`src/rtl/codec_buffer_nd_wsource_if.sv`:
```
// Framed word stream carried into the write-side frame loader.
// master drives words; slave answers with ordy back-pressure.
interface codec_buffer_nd_wsource_if #(
  parameter int pDAT_W = 8
);
  logic              ival;
  logic              isop;
  logic              ieop;
  logic [pDAT_W-1:0] idat;
  logic              ordy;

  modport master (output ival, isop, ieop, idat, input ordy);
  modport slave  (input ival, isop, ieop, idat, output ordy);
endinterface

```
`src/rtl/codec_buffer_nd_wsource.sv`:
```
// Write-side frame loader in front of the multi-buffer bank logic.
// Takes a framed stream and turns it into RAM writes into the bank that
// was current at start of frame. It closes each frame with a one-cycle
// bank-full pulse and holds the source off while every bank is busy.
module codec_buffer_nd_wsource #(
  parameter int pBNUM_W = 1,
  parameter int pADDR_W = 8,
  parameter int pDAT_W  = 8
) (
  input  logic                       iwclk,
  input  logic                       iwreset,
  codec_buffer_nd_wsource_if.slave   src,
  input  logic [pBNUM_W-1:0]         iwused,
  input  logic                       iwfulla,
  output logic                       owrite,
  output logic [pBNUM_W+pADDR_W-1:0] owaddr,
  output logic [pDAT_W-1:0]          owdat,
  output logic                       ofull,
  output logic [pADDR_W-1:0]         olen,
  output logic                       oerr
);

  typedef enum logic [1:0] {IDLE, WRITE, CLOSE} state_t;

  // The counter carries one extra bit so the last legal word address can be
  // recognised without wrap-around ambiguity.
  localparam logic [pADDR_W:0]   CNT_ONE  = (pADDR_W+1)'(1);
  localparam logic [pADDR_W:0]   CNT_LAST = {1'b0, {pADDR_W{1'b1}}};
  localparam logic [pADDR_W-1:0] WORD_0   = '0;

  state_t                     state, state_nxt;
  logic [pBNUM_W-1:0]         bank, bank_nxt;
  logic [pADDR_W:0]           cnt, cnt_nxt;
  logic                       rdy_p0;
  logic                       write_nxt;
  logic [pBNUM_W+pADDR_W-1:0] addr_nxt;
  logic [pDAT_W-1:0]          dat_nxt;
  logic                       full_nxt;
  logic [pADDR_W-1:0]         len_nxt;
  logic                       err_nxt;

  // Ready is withheld for as long as reset is applied so the source never
  // sees a handshake from a block that is being cleared.
  assign src.ordy = rdy_p0 & ~iwreset;

  // State register plus latched bank and word counter.
  always_ff @(posedge iwclk or posedge iwreset) begin
    if (iwreset) begin
      state <= IDLE;
      bank  <= '0;
      cnt   <= '0;
    end else begin
      state <= state_nxt;
      bank  <= bank_nxt;
      cnt   <= cnt_nxt;
    end
  end

  // Next-state decode and next values of the registered write-port outputs.
  always_comb begin
    state_nxt = state;
    bank_nxt  = bank;
    cnt_nxt   = cnt;
    rdy_p0    = 1'b0;
    write_nxt = 1'b0;
    addr_nxt  = owaddr;
    dat_nxt   = owdat;
    full_nxt  = 1'b0;
    len_nxt   = olen;
    err_nxt   = 1'b0;
    case (state)
      IDLE: begin
        rdy_p0 = ~iwfulla;
        // Words arriving outside a frame without sop are silently dropped.
        if (rdy_p0 && src.ival && src.isop) begin
          bank_nxt  = iwused;
          cnt_nxt   = CNT_ONE;
          write_nxt = 1'b1;
          addr_nxt  = {iwused, WORD_0};
          dat_nxt   = src.idat;
          if (src.ieop) begin
            state_nxt = CLOSE;
            full_nxt  = 1'b1;
            len_nxt   = WORD_0;
          end else begin
            state_nxt = WRITE;
          end
        end
      end
      WRITE: begin
        // The write bank was free at sop, so iwfulla is not consulted here.
        rdy_p0 = 1'b1;
        if (src.ival) begin
          write_nxt = 1'b1;
          dat_nxt   = src.idat;
          if (src.isop) begin
            // Unexpected sop: drop the partial frame, restart in same bank.
            err_nxt  = 1'b1;
            cnt_nxt  = CNT_ONE;
            addr_nxt = {bank, WORD_0};
            if (src.ieop) begin
              state_nxt = CLOSE;
              full_nxt  = 1'b1;
              len_nxt   = WORD_0;
            end
          end else begin
            cnt_nxt  = cnt + CNT_ONE;
            addr_nxt = {bank, cnt[pADDR_W-1:0]};
            // Last address of the bank forces a close even without eop.
            if (src.ieop || cnt == CNT_LAST) begin
              state_nxt = CLOSE;
              full_nxt  = 1'b1;
              len_nxt   = cnt[pADDR_W-1:0];
              err_nxt   = ~src.ieop;
            end
          end
        end
      end
      CLOSE: begin
        // One dead cycle lets the bank logic register the closed bank
        // before iwfulla is trusted again.
        state_nxt = IDLE;
      end
      default: begin
        state_nxt = IDLE;
      end
    endcase
  end

  // Output register stage: write port, bank-full pulse and error pulse.
  always_ff @(posedge iwclk or posedge iwreset) begin
    if (iwreset) begin
      owrite <= 1'b0;
      owaddr <= '0;
      owdat  <= '0;
      ofull  <= 1'b0;
      olen   <= '0;
      oerr   <= 1'b0;
    end else begin
      owrite <= write_nxt;
      owaddr <= addr_nxt;
      owdat  <= dat_nxt;
      ofull  <= full_nxt;
      olen   <= len_nxt;
      oerr   <= err_nxt;
    end
  end

endmodule

```
`src/flat_wrapper.sv`:
```
// flat-port wrapper written by rule: the top's interface ports become plain ports
module codec_buffer_nd_wsource_flat 
#(
  parameter int pBNUM_W = 1,
  parameter int pADDR_W = 8,
  parameter int pDAT_W  = 8
)
  (iwclk, iwreset, iwused, iwfulla, owrite, owaddr, owdat, ofull, olen, oerr, src_ival, src_isop, src_ieop, src_idat, src_ordy);
  codec_buffer_nd_wsource_if #(.pDAT_W(pDAT_W)) src_i ();
  input  logic iwclk;
  input  logic iwreset;
  input  logic [pBNUM_W-1:0] iwused;
  input  logic iwfulla;
  output logic owrite;
  output logic [pBNUM_W+pADDR_W-1:0] owaddr;
  output logic [pDAT_W-1:0] owdat;
  output logic ofull;
  output logic [pADDR_W-1:0] olen;
  output logic oerr;
  input wire logic [$bits(src_i.ival)-1:0] src_ival;
  input wire logic [$bits(src_i.isop)-1:0] src_isop;
  input wire logic [$bits(src_i.ieop)-1:0] src_ieop;
  input wire logic [$bits(src_i.idat)-1:0] src_idat;
  output wire logic [$bits(src_i.ordy)-1:0] src_ordy;
  assign src_i.ival = src_ival;
  assign src_i.isop = src_isop;
  assign src_i.ieop = src_ieop;
  assign src_i.idat = src_idat;
  assign src_ordy = src_i.ordy;
  codec_buffer_nd_wsource #(.pBNUM_W(pBNUM_W), .pADDR_W(pADDR_W), .pDAT_W(pDAT_W)) u_core (.iwclk(iwclk), .iwreset(iwreset), .src(src_i), .iwused(iwused), .iwfulla(iwfulla), .owrite(owrite), .owaddr(owaddr), .owdat(owdat), .ofull(ofull), .olen(olen), .oerr(oerr));
endmodule
```
`config.mk`:
```
export PLATFORM = sky130hd
export DESIGN_NAME = codec_buffer_nd_wsource_flat
export DESIGN_NICKNAME = d
export VERILOG_FILES = /design/src/rtl/codec_buffer_nd_wsource_if.sv /design/src/rtl/codec_buffer_nd_wsource.sv /design/src/flat_wrapper.sv
export SDC_FILE = /design/constraint.sdc
export NUM_CORES = 1
export LEC_CHECK = 0
export CAP_MARGIN = 30
export CORE_MARGIN = 8
export CORE_UTILIZATION = 51
export CTS_BUF_LIST = sky130_fd_sc_hd__clkbuf_4 sky130_fd_sc_hd__clkbuf_8
export CTS_CLUSTER_SIZE = 8
export DETAILED_ROUTE_END_ITERATION = 12
export PLACE_DENSITY = 0.85
export SLEW_MARGIN = 20
export SYNTH_ARGS = -nofsm -noshare
export SYNTH_HDL_FRONTEND = slang
export SYNTH_SLANG_ARGS = --single-unit
```
`constraint.sdc`:
```
create_clock -name iwclk -period 2.9 [get_ports iwclk]
set_clock_uncertainty 0.15 [all_clocks]
set_input_delay 0.58 -clock iwclk [delete_from_list [all_inputs] [get_ports iwclk]]
set_output_delay 0.58 -clock iwclk [all_outputs]
set_load 0.01 [all_outputs]
```
**Word-level counts from Yosys, hierarchy flattened**

Index checks and enable logic that the tools add are counted.

- Register bits after elaboration: 40
- Input port bits: 15
- Output and inout port bits: 29
- Logic and storage cells: 67

- $add $sub $neg: 1
- Equal/unequal tests: 6
- Muxes and demuxes: 38
- Bitwise gates (word level): 4
- Reductions and logical operators: 9

Operators by type and width:

| cell | count |
|---|---|
| $mux 8 | 8 |
| $mux 9 | 5 |
| $pmux 9 s2 | 2 |
| $pmux 8 s2 | 2 |
| $mux 2 | 6 |
| $mux 1 | 11 |
| $add 9x1->9 const B | 1 |
| $eq 9x8->1 const B | 1 |
| $reduce_and 4->1 | 2 |
| $pmux 1 s2 | 3 |
| $pmux 2 s2 | 1 |
| $ne 3x2->1 const B | 1 |
| $ne 3x3->1 const B | 1 |
| $not 1->1 | 3 |
| $reduce_and 3->1 | 1 |
| $eq 2x1->1 const B | 1 |
| $logic_and 1x1->1 | 2 |
| $logic_not 2->1 | 1 |
| $ne 2x1->1 const B | 1 |
| $ne 2x2->1 const B | 1 |
| $reduce_and 2->1 | 1 |
| $reduce_bool 2->1 | 1 |
| $and 1x1->1 | 1 |
| $logic_or 1x1->1 | 1 |

**Depth between registers and ports, before layout**

Gate-level depths: netlist (run 1).

- Depth in word-level cells: 6
- Depth in mapped cells: 7

**Least setup slack after synthesis (run 1)**

Ideal clock, no wire load.

- Kind: flip-flop to flip-flop
- Start: register u_core.cnt[0]
- End: register u_core.olen[0]
- Setup time: 121 ps
- Data arrival time: 1,727 ps
- Required time: 2,629 ps
- Slack: 902 ps
- Stages on the path, launching flop included: 8
- Path buffers: 0
- Clock period less this slack: 1,998 ps
- Cells stage by stage: dfrtp_1 -> ha_1 -> nand3_1 -> nor3_1 -> ha_1 -> and4bb_1 -> o221ai_2 -> a22o_1

- Cells in the longest elaborated chain, start to end: 4
- Elaborated cells between the ends (all ways): 8
- Those cells by class: 2 x eq/ne; 4 x mux; 2 x reduce/logical

Ends and longest elaborated chain:

| element | RTL line | source |
|---|---|---|
| start: declaration | codec_buffer_nd_wsource.sv:33 | `logic [pADDR_W:0] cnt, cnt_nxt;` |
| start signal: assignment | codec_buffer_nd_wsource.sv:55 | `cnt <= cnt_nxt;` |
| $eq 9x8->1 / $mux 8 (equally long branches) | codec_buffer_nd_wsource.sv:110 | `if (src.ieop \|\| cnt == CNT_LAST) begin` |
| $logic_or 1x1->1 / $mux 8 (equally long branches) | codec_buffer_nd_wsource.sv:110, codec_buffer_nd_wsource.sv:96 |  |
| $ne 3x2->1 (no source line) / $mux 8 (equally long branches) | n/a |  |
| $reduce_and 4->1 (no source line) / $pmux 8 s2 (equally long branches) | n/a |  |
| end signal: assignment | codec_buffer_nd_wsource.sv:144 | `olen <= len_nxt;` |
| end: declaration | codec_buffer_nd_wsource.sv:19 | `output logic [pADDR_W-1:0] olen,` |

Several ways; a longest one is shown, not always the timed one. The select of a mux whose other input is x is not followed.
A chain may end at the register's enable or synchronous reset.

**Worst setup path after layout (run 1)**

- Start: input iwfulla
- End: output src_ordy

- Cells in the longest elaborated chain, start to end: 3

Ends and longest elaborated chain:

| element | RTL line | source |
|---|---|---|
| start: declaration | flat_wrapper.sv:13 | `input logic iwfulla;` |
| $not 1->1 | codec_buffer_nd_wsource.sv:73 | `rdy_p0 = ~iwfulla;` |
| $pmux 1 s2 | codec_buffer_nd_wsource.sv:71 | `case (state)` |
| $and 1x1->1 | codec_buffer_nd_wsource.sv:44 | `assign src.ordy = rdy_p0 & ~iwreset;` |
| end: declaration | flat_wrapper.sv:24 | `output wire logic [$bits(src_i.ordy)-1:0] src_ordy;` |

No other way between the ends.

==> run_results.csv, run 1 <==
group,metric,value,unit
flow_run,cap_violations,0,
final_layout,ff_latch_area,0.00100,mm^2
drt,wl_per_cell,16.1,um
place,place_congestion,0.793,
worst_hold_path,hold_path.class,"reg -> reg",
timing,max_freq,0.381,GHz
drt,via_per_inst,5.48,
logic_synthesis,synth.avg_cell_area,12.4,um^2
timing,drv_slew,0,
drt,vias,1338,
timing,finalCriticalPeriod,2.63,ns
pwr,pwr-share-comb,22.7,%
cts,cts_max_path_buffers,2,
pwr,p_int,0.922,mW
floorplan,die_area,0.00575,mm^2
floorplan,die-height,75.8,um
place,placed_cells,236,
final_layout,multi_input_area,721,um^2
run_status,status,"finished, final reports clean",
pwr,clockPowerShare,24.4,%
place,port_buffers,43,
cts,cts_tree,"built",
cts,clock_sinks,40,
pwr,p_sw,0.312,mW
final_layout,fin_nets,214,
final_layout,drive_gt1_share,13.6,%
final_layout,fill_cells,266,
cts,htreeDepth,2,
global_route,antenna_found_initial,0,
logic_synthesis,syn_inst,147,
floorplan,die_w,75.8,um
final_layout,final_common_cell,"clkdlybuf4s50_1",
drt,route.detailed.drc,0,
cts,cts_hold_buffers,0,
timing,finalCritPeriodShare,90.6,%
logic_synthesis,syn_nets,164,
drt,postRouteAntennaNets,0,
global_route,grt_util_all_layers,14.7,%
logic_synthesis,ys_types,35,
pwr,powerDensity,520,mW/mm^2
cts,cts_resized,0,
logic_synthesis,synth-seq-area-share,54.9,%
cts,clkTransAtPathRegs,0.10,ns
global_route,grt_max_degree,41,
critical_path,crit_required,2.17,ns
drt,wl,3940,um
final_layout,layout_common_cells,"43 x clkdlybuf4s50_1, 40 x dfrtp_1, 16 x inv_1",
floorplan,core,0.00339,mm^2
cts,root_buffer,"clkbuf_4",
critical_path,cp-end-kind,"output pin",
timing,setup_violations,0,
critical_path,cp_max_fo,3,
floorplan,initial_core_util,53.8,%
final_layout,antenna_cells,0,
timing,setup_tns,0,ns
timing,worst_slew_pin_slew,0.565,ns
pwr,p_leak,1.04,nW
drt,drt_iter0_markers,77,
cts,cts_inserted_buffers,5,
logic_synthesis,async_reset_ff_share,100,%
global_route,grt_pass1_wl,6430,um
critical_path,start_kind,"input pin",
drt,firstDrtPassIters,4,
place,dp_hpwl,2860,um
floorplan,rows,21,
pwr,swShare,25.3,%
global_route,grt_pass1_vias,1369,
cts,insertion_delay,0.34,ns
critical_path,worstSetupPathType,"in -> out",
cts,cts_setup_buffers,0,
final_layout,layout.cells.non_filler,244,
logic_synthesis,ys_ff_latch,40,
pwr,ir_worst_vdd,291,uV
critical_path,arrival,1.90,ns
global_route,grt_overflow,0,
logic_synthesis,synth_flop_cell,"dfrtp_1",
timing,hold_viol,0,
timing,rsz0062_at_grt,"no",
pwr,power_frac_seq,52.9,%
final_layout,areaGrowthSynthToFinish,30.1,%
timing,max_slew_margin,62.3,%
logic_synthesis,syn_area,0.00182,mm^2
logic_synthesis,yosysWarnings,0,
logic_synthesis,synth_edf_count,0,
floorplan,pin_count,44,
==> cells in the mapped netlist, types with 4 or more instances <==
cell type / count / area [um^2]
a22o_1: 10 / 87.6
a31oi_1: 4 / 25.0
dfrtp_1: 40 / 1000
inv_1: 16 / 60.1
mux2_4: 7 / 105
mux2i_1: 11 / 110
nand2_1: 11 / 41.3
nand3_1: 4 / 20.0
==> power by group through the flow <==
| stage | Combinational (mW) | Sequential [mW] | Clock (mW) |
|---|---|---|---|
| after floorplan | 0.122 | 0.679 | 0 |
| after global placement | 0.277 | 0.658 | 0 |
| after detailed placement | 0.283 | 0.664 | 0 |
| after CTS | 0.285 | 0.654 | 0.310 |
| after global routing | 0.301 | 0.660 | 0.329 |
| final | 0.280 | 0.653 | 0.301 |
==> stage by stage <==
step / hold WS [ns] / cell area (um^2) / power, mW / setup slack, ns / util, %
floorplan: 0.304 / 1820 / 0.801 / 0.902 / -
global placement: 0.315 / 2310 / 0.936 / 0.293 / 68.1
detailed placement: 0.326 / 2310 / 0.947 / 0.283 / 68.1
CTS: 0.350 / 2370 / 1.25 / 0.258 / 70.0
global route: 0.371 / 2370 / 1.29 / 0.215 / 70.0
finish: 0.344 / 2370 / 1.23 / 0.273 / 70.0
==> worst max-delay path: stages <==
cell             delay [ns]
clkdlybuf4s50_1        0.47
a211oi_1               0.27
clkdlybuf4s50_1        0.58
==> area by class of cell <==
type / instances / share of cell area (%)
Sequential cell: 40 / 42.2
Timing Repair Buffer: 47 / 19.4
Inverter: 18 / 2.85
Tap cell: 46 / 2.42
Clock buffer: 8 / 2.79
Multi-Input combinational cell: 85 / 30.4
==> state kept, by name, indices dropped and copies added, names as in the netlist <==
| name | cells |
|---|---|
| u_core.oerr | 1 |
| u_core.owdat | 8 |
| u_core.owaddr | 9 |
| u_core.owrite | 1 |
| u_core.cnt | 9 |
| u_core.ofull | 1 |
| u_core.olen | 8 |
| u_core.bank | 1 |
| u_core.state | 2 |
==> final timing paths <==
kind,start,endpoint,slack (ns),cells past startpoint
setup / recovery,iwfulla,src_ordy,0.27,3
setup reg to reg,u_core.cnt[0],u_core.olen[7],0.50,7
hold reg to reg,u_core.bank,u_core.bank,0.34,1
max in group asynchronous,iwreset,u_core.olen[3],1.73,3
hold / removal,u_core.bank,u_core.bank,0.34,1
min in group asynchronous,iwreset,u_core.bank,0.53,3
==> layer usage <==
| layer | up-vias | global-route usage, % | wire length (um) |
|---|---|---|---|
| met5 | - | 0 | 0 |
| met4 | 0 | 4.48 | 34 |
| met3 | 5 | 4.34 | 348 |
| met2 | 47 | 24.8 | 1880 |
| met1 | 664 | 17.4 | 1680 |
| li1 | 622 | - | - |
==> cells by family (layout without fill, tap and decap cells) <==
logic type      Yosys count  after routing  share of synthesized area [%]
buf+inv                  22             73                           5.62
flops                    40             40                           54.9
mux                      22             22                           14.3
compound gates           30             30                           13.4
simple gates             31             31                           10.4
fa+ha+maj                 2              2                           1.37
No activity file was read; power rests on OpenSTA's default activity.
==> run 2, diff against run 1 <==
- CORE_ASPECT_RATIO: unset -> 0.5
- RECOVER_POWER: unset -> 25
==> run 2 against run 1 <==
  * Maximum frequency down 1.7%
  * Non-clock buffer count up 1
  * Clock power up 27%
  * Total power up 6.7%
  * Count of clock-buffer cells in the layout down 2
  * Wire length up 8.9%
  * Register-to-register slack about the same
  * Die area up 2.0%
  * Combinational power up 1%
  * Hold slack worse by 0.0033 ns
  * Critical path type unchanged
  * Critical endpoint unchanged
==> run_results.csv, run 2 (synthesis gave the netlist of run 1 again) <==
group,metric,value,unit
run_status,status,"finished, final reports clean",
critical_path,cp_max_fo,2,
pwr,ir_worst_vdd,203,uV
timing,finalCritPeriodShare,92.1,%
global_route,grt_pass1_wl,7180,um
global_route,grt_max_degree,41,
pwr,pwr-share-comb,21.5,%
drt,wl_met3,270,um
critical_path,crit_start,"iwreset",
cts,cts_inserted_buffers,5,
critical_path,start_kind,"input pin",
drt,wl,4290,um
pwr,p_int,0.974,mW
place,place_congestion,0.805,
cts,root_buffer,"clkbuf_8",
drt,postRouteAntennaNets,0,
drt,via_per_inst,5.45,
final_layout,fin_nets,215,
floorplan,rows,15,
pwr,p_leak,1.05,nW
critical_path,arrival,1.94,ns
pwr,powerDensity,546,mW/mm^2
critical_path,r2r-start,"u_core.cnt[0]",
final_layout,reg_top3,"u_core.cnt: 9 flops, u_core.owaddr: 9 flops",
drt,wl_met1,1860,um
worst_hold_path,min_from,"u_core.owdat[6]",
place,placed_cells,242,
cts,cts_setup_buffers,0,
floorplan,pin_count,44,
timing,finalCriticalPeriod,2.67,ns
cts,cts_max_path_buffers,2,
global_route,antenna_found_initial,0,
final_layout,layout_common_cells,"42 x clkdlybuf4s50_1, 40 x dfrtp_1, 16 x inv_1",
cts,cts_tree,"built",
worst_hold_path,hold_path.class,"reg -> reg",
flow_run,cap_violations,0,
drt,wl_per_cell,17.2,um
drt,top_layer_used,"met4",
timing,drv_slew,0,
floorplan,core,0.00343,mm^2
final_layout,antenna_cells,0,
place,place_area,0.00232,mm^2
final_layout,final_common_cell,"clkdlybuf4s50_1",
timing,rsz0062_at_grt,"no",
cts,cts_resized,0,
critical_path,ff2ff_path_depth,7,
floorplan,die-height,58.3,um
global_route,grt_util_all_layers,15.6,%
timing,timing.hold.ws,0.341,ns
timing,setup_violations,0,
place,dp_hpwl,3040,um
drt,firstDrtPassIters,4,
floorplan,initial_core_util,53.1,%
timing,setup_tns,0,ns
global_route,grt_pass1_vias,1405,
cts,htreeDepth,2,
place,port_buffers,43,
floorplan,die_w,101,um
floorplan,die_area,0.00586,mm^2
global_route,grt_overflow,0,
final_layout,layout.cells.non_filler,250,
timing,max_slew_margin,35.1,%
pwr,clockPowerShare,29.1,%
cts,clock_sinks,40,
cts,insertion_delay,0.29,ns
cts,clkTransAtPathRegs,0.07,ns
critical_path,worstSetupPathType,"in -> out",
final_layout,areaGrowthSynthToFinish,32.2,%
cts,cts_hold_buffers,0,
drt,route.detailed.drc,0,
drt,drt_iter0_markers,97,
timing,worst_slew_pin_slew,0.973,ns
timing,max_freq,0.374,GHz
critical_path,cp-end-kind,"output pin",
pwr,power_frac_seq,49.4,%
final_layout,fin_area,0.00241,mm^2
critical_path,crit_required,2.17,ns
final_layout,drive_gt1_share,14.1,%
drt,dr_wl_met2,2100,um
pwr,swShare,26.1,%
worst_hold_path,hold_path_depth,1,
timing,hold_viol,0,
drt,vias,1363,
pwr,p_sw,0.343,mW
-- run 2: cell count changes in the layout (fill, tap and decap cells not counted), sizes merged --
cell and delta:
clkinv +2, clkbuf -1, clkdlybuf4s50 -1, dlygate4sd3 +1
-- run 2: metrics by stage --
stage	setup slack, ns	utilization (%)	power, mW
6_report	0.229	70.2	1.32
3_5_place_dp	0.247	67.6	0.949
2_1_floorplan	0.902	-	0.801
3_3_place_gp	0.291	67.6	0.936
4_1_cts	0.225	70.3	1.33
5_1_grt	0.152	70.2	1.38
-- run 2: layer usage --
layer	vias up	GRT usage, %
met5	-	0
met4	0	5.74
met3	9	3.88
met2	47	25.3
met1	677	19.9
li1	630	-
-- run 2: path summary, 6_finish.rpt --
path / to / slack, ns
min reg2reg: u_core.owdat[6] / 0.34
max: src_ordy / 0.23
max in group asynchronous: u_core.owdat[7] / 1.09
min in group asynchronous: u_core.state[1] / 0.89
min: u_core.owdat[6] / 0.34
max reg2reg: u_core.olen[5] / 0.49
-- run 2: critical path, cell delays in order --
cell and delay [ns]:
dlygate4sd3_1 0.55, a211oi_1 0.23, clkdlybuf4s50_1 0.58
-- run 2: power groups by stage --
| stage | Combinational, mW | Sequential (mW) | Clock (mW) |
|---|---|---|---|
| after floorplan | 0.122 | 0.679 | 0 |
| after global placement | 0.279 | 0.657 | 0 |
| after detailed placement | 0.286 | 0.662 | 0 |
| after CTS | 0.290 | 0.651 | 0.387 |
| after global routing | 0.305 | 0.659 | 0.415 |
| final | 0.284 | 0.651 | 0.383 |
-- run 2: layout make-up --
class	instances	area, um^2
Sequential cell	40	1000
Fill cell	256	1020
Multi-Input combinational cell	85	721
Tap cell	51	63.8
Inverter	18	67.6
Clock buffer	6	82.6
Clock inverter	2	10.0
Timing Repair Buffer	48	465
